--- src/rtl/relu_channel_serializer.sv ---
// relu_channel_serializer
// Takes one packed vector of CHANNELS activations from the relu layer and
// replays it one channel per beat, channel 0 first, on a narrow valid/ready
// stream. It also gives the channel index and a last-channel flag.
//
// The held vector only changes when a new vector is accepted. That happens in
// IDLE, or in the same cycle that the final beat of the current vector leaves.
// Because of this, back-to-back vectors stream with no idle beat between them.
// Every output is a mux from registers. The only combinational path through
// the block is out_ready -> in_ready.
module relu_channel_serializer #(
    parameter int I_WIDTH  = 16,
    parameter int CHANNELS = 4,
    localparam int CH_BITS = (CHANNELS > 1) ? $clog2(CHANNELS) : 1
) (
    input  logic                          clk,
    input  logic                          rst,
    input  logic                          in_valid,
    output logic                          in_ready,
    input  logic [I_WIDTH*CHANNELS-1:0]   input_data,
    output logic                          out_valid,
    input  logic                          out_ready,
    output logic [I_WIDTH-1:0]            output_data,
    output logic [CH_BITS-1:0]            out_channel,
    output logic                          out_last
);

    localparam logic [CH_BITS-1:0] LAST_IDX = CH_BITS'(CHANNELS - 1);

    typedef enum logic {
        IDLE,
        SEND
    } state_t;

    state_t                        r_state;
    state_t                        w_nextState;
    logic [I_WIDTH*CHANNELS-1:0]   r_holdReg;
    logic [CH_BITS-1:0]            r_idx;
    logic                          w_isLast;
    logic                          w_beat;
    logic                          w_inXfer;
    logic [I_WIDTH-1:0]            w_selData;

    assign w_isLast = (r_idx == LAST_IDX);
    assign w_beat   = (r_state == SEND) && out_ready;
    assign w_inXfer = in_valid && in_ready;

    // State register; reset drops any partially sent vector
    always_ff @(posedge clk) begin
        if (rst) begin
            r_state <= IDLE;
        end else begin
            r_state <= w_nextState;
        end
    end

    // Next state: leave SEND only when the last beat goes and nothing is waiting
    always_comb begin
        w_nextState = r_state;
        case (r_state)
            IDLE: begin
                if (in_valid) begin
                    w_nextState = SEND;
                end
            end
            SEND: begin
                if (w_beat && w_isLast && !in_valid) begin
                    w_nextState = IDLE;
                end
            end
            default: begin
                w_nextState = IDLE;
            end
        endcase
    end

    // Handshake outputs; in_ready opens on the last beat so the next vector overlaps it
    always_comb begin
        in_ready  = 1'b0;
        out_valid = 1'b0;
        out_last  = 1'b0;
        case (r_state)
            IDLE: begin
                in_ready = 1'b1;
            end
            SEND: begin
                out_valid = 1'b1;
                out_last  = w_isLast;
                in_ready  = w_isLast && out_ready;
            end
            default: begin
                in_ready = 1'b0;
            end
        endcase
    end

    // Held vector and channel pointer; a new capture always restarts at channel 0
    always_ff @(posedge clk) begin
        if (rst) begin
            r_holdReg <= '0;
            r_idx     <= '0;
        end else if (w_inXfer) begin
            r_holdReg <= input_data;
            r_idx     <= '0;
        end else if (w_beat) begin
            r_idx <= w_isLast ? '0 : r_idx + CH_BITS'(1);
        end
    end

    // Channel mux from the held vector, built with constant slices only
    always_comb begin
        w_selData = '0;
        for (int c = 0; c < CHANNELS; c++) begin
            if (r_idx == CH_BITS'(c)) begin
                w_selData = r_holdReg[c*I_WIDTH +: I_WIDTH];
            end
        end
    end

    assign output_data = w_selData;
    assign out_channel = r_idx;

endmodule

--- config.mk ---
export PLATFORM = sky130hd
export DESIGN_NAME = relu_channel_serializer
export DESIGN_NICKNAME = d
export VERILOG_FILES = /design/src/rtl/relu_channel_serializer.sv
export SDC_FILE = /design/constraint.sdc
export NUM_CORES = 1
export LEC_CHECK = 0
export BUFFER_PORTS_ARGS = -buffer_cell sky130_fd_sc_hd__buf_2
export CAP_MARGIN = 20
export CORE_ASPECT_RATIO = 0.75
export CORE_MARGIN = 2
export CORE_UTILIZATION = 54
export DETAILED_ROUTE_END_ITERATION = 12
export PLACE_DENSITY_LB_ADDON = 0.25
export SLEW_MARGIN = 20
export SYNTH_ARGS = -nofsm -noshare
export SYNTH_HDL_FRONTEND = slang
export SYNTH_SLANG_ARGS = --single-unit
--- constraint.sdc ---
create_clock -name clk -period 1.8 [get_ports clk]
set_input_delay 0.27 -clock clk [delete_from_list [all_inputs] [get_ports clk]]
set_output_delay 0.27 -clock clk [all_outputs]
set_load 0.005 [all_outputs]
==> reports/metrics.cfg <==
[global_routing]
grt_antenna_before_repair = 0
number_of_global_route_vias_before_repair = 2951
sum_of_overflow_across_all_layers_after_global_routing = 0
gr-usage-all-layers_pct = 25.21
pin_count_of_the_biggest_net_entering_global_routing = 63
grt_first_pass_wirelength_mm = 14.30

[yosys]
synth.ff_latch_count = 67
syn_nets = 482
seq_area_frac_synth_pct = 36.69
synth.yosys.warnings = 0
synth_cell_type_count = 20
syn-instance-count = 409
mappedNetlistArea_um2 = 3656
syn-mean-instance-area_um2 = 8.939

[floorplanning]
initial_utilization_pct = 57.01
rows = 25
die_h_um = 75.26
io_pins = 89
die_area_um2 = 7451
placeableCoreArea_um2 = 6412
fp.dieW_um = 99.01

[placement]
post-dp-hpwl_mm = 6.265
place.detailed.instances = 558
dpl_worst_slack_ns = -0.03912
gp_congestion = 0.8786
placed_cell_area_um2 = 4158
place.port_buffers = 88

[timing]
worst-slew-pin-transition_ns = 0.4812
finalWorstSetupSlack_ns = -0.2065
report.final.hold_viol_count = 0
final.setup_skew_ns = 0.007449
layout_worst_path_cycle_share_pct = 111.5
final-setup-viol-count = 16
layout_min_cycle_time_ns = 2.006
timing.fmax_mhz = 498.4
timing_max_transition_violations_final = 0
grt_setup_unrepaired = true
slew_headroom_pct = 67.92

[setup_path]
critPathArrivalTime_ns = 1.74
critical_path.startpoint_type = flip-flop
critical-path-slowest-cell = dfxtp_4
required_ns = 1.53
max_stage_delay_ns = 0.39
end_kind = output port
crit_type = reg -> out
cp_max_fo = 7
crit_path_cell_trace = inv_4 > ha_4 > buf_8 > a21oi_2 > o21ai_1 > a22o_1 > buf_2

[min_path]
hold_path.class = in -> reg

[layout]
antenna_cells = 0
multiInputGateArea_um2 = 2262
design.final.nets = 577
final_core_util_pct = 76.08
post_route_cells_drive_above_1_share_pct = 33.86
finish.cell_count_without_fillers = 589
finalInstanceArea_um2 = 4878
synthToLayoutAreaGrowth_pct = 33.44
num-fill-cells = 434
ff_latch_area_um2 = 1349

[clock_tree]
worst_setup_hold_path_clk_slew_ns = 0.07
clk-insertion-delay-late_ns = 0.35
cts.path.max_buffers = 2
cts_root_buf = clkbuf_8
clock_sink_count = 67
cts_tree = yes
num_cts_buffers = 9
htree_levels = 3

[route]
initialDrtViolationCount = 224
drc = 0
avgRoutedWirePerCell_um = 18.53
viasPerCell = 5.508
vias = 3244
detail_route.wirelength_mm = 10.92
drt.antenna.violating_nets = 0
dr.pass1.iters = 5

[status]
run_status = finished, violations left
failed_checks = negative setup slack

[power]
peakVddDrop_mv = 0.4922
powerDensity_nw_per_um2 = 744.5
power.static_leakage_uw = 0.002075

[job]
cap_viol_max_count = 0

## through the flow
step                      setup TNS (ns)  power, uW  hold WS, ns
final                             -2.845       3632       0.1703
after global routing              -3.702       3778       0.1527
after CTS                         -1.911       3538       0.1683
after detailed placement        -0.07797       2184       0.4606
after global placement          -0.01523       2171       0.4578
after floorplan                        0       2005       0.3874
## final timing paths
path	start	to	slack, ns	cells past startpoint
max	out_channel[1]$_SDFFE_PP0P_	output_data[4]	-0.21	7
min	input_data[33]	r_holdReg[33]$_SDFFE_PP0P_	0.17	3
max reg2reg	out_channel[0]$_SDFFE_PP0P_	r_holdReg[31]$_SDFFE_PP0P_	0.08	7
min reg2reg	r_holdReg[43]$_SDFFE_PP0P_	r_holdReg[43]$_SDFFE_PP0P_	0.47	2
## cells in the mapped netlist, drive strengths merged
| cell | instances | area (um2) |
|---|---|---|
| nor2 | 3 | 11.26 |
| mux2i | 66 | 660.6 |
| a21oi | 33 | 165.2 |
| ha | 5 | 62.56 |
| nand2 | 20 | 75.07 |
| inv | 18 | 67.56 |
| a22o | 16 | 140.1 |
| nand2b | 128 | 800.8 |
| buf | 10 | 133.9 |
| clkbuf | 23 | 86.33 |
| o21ai | 16 | 80.08 |
| a32oi | 1 | 8.760 |
| and2 | 1 | 6.260 |
| a21boi | 1 | 11.26 |
| dfxtp | 67 | 1341 |
| nor3 | 1 | 5.000 |
## kinds of logic (layout without fill, tap and decap cells)
kind of cell,count (synthesis),in the layout,share of synthesized area (%)
compound gates,67,67,11.09
fa+ha+maj,5,5,1.711
buf+inv,51,150,7.871
flops,67,67,36.69
mux,66,66,18.07
simple gates,153,153,24.57
## metal layers
metal	global-route usage, %	vias to the layer above	wire [um]
li1	-	1538	-
met1	32.11	1525	4679
met2	40.47	158	5112
met3	7.614	23	835
met4	10.81	0	289
met5	0	-	0
## cells in the final DEF, fill, tap and decap left out
cell	count
nor3_1	1
nand2_1	14
nand2b_1	128
o21ai_2	6
dfxtp_4	2
buf_2	88
nand2_4	1
clkbuf_8	13
a21oi_4	7
clkbuf_16	3
o21ai_1	9
nor2_1	3
a21boi_4	1
a32oi_1	1
buf_4	9
mux2i_1	66
buf_16	1
inv_4	2
ha_1	1
a22o_1	16
clkbuf_1	1
buf_12	9
bufinv_16	1
buf_8	3
a21oi_1	14
and2_1	1
dfxtp_1	65
buf_6	4
o21ai_4	1
a21oi_2	12
ha_4	4
nand2_2	5
inv_1	16
## registers in the layout, indices dropped and copies added (netlist names)
name         cells
out_channel      2
r_holdReg       64
r_state          1
## layout make-up
class | instances | area share [%]
clock buffer | 14 | 3.745
clock inverter | 1 | 0.6155
inverter | 18 | 1.488
multi-input combinational | 291 | 46.37
sequential | 67 | 27.65
tap | 81 | 2.077
timing repair buffer | 117 | 18.06
## worst max-delay path, delay by kind of cell, from the launching register on
family                     cells  cell delay [ns]
adders and majority gates      1             0.19
buffers and inverters          3             0.34
DFF                            1             0.39
AOI/OAI and AO/OA              3             0.44
## where the power goes
group	leakage (uW)	total, uW	switching, uW	internal [uW]
Clock	0.000109	1340	554	785
Sequential	0.000552	1650	78.0	1580
Combinational	0.00141	640	299	341
Total	0.00207	3630	931	2700
## what timing repair did
| action | 4_1_cts | 5_1_grt |
|---|---|---|
| hold buffers | 0 | 0 |
| setup endpoints to repair | 16 | 22 |
| cloned | 1 | 4 |
| resized for setup | 39 | 46 |
| setup buffers | 2 | 9 |
| hold endpoints to repair | 0 | 0 |
| pin swaps | 3 | 19 |
No activity file was read; power rests on OpenSTA's default activity.
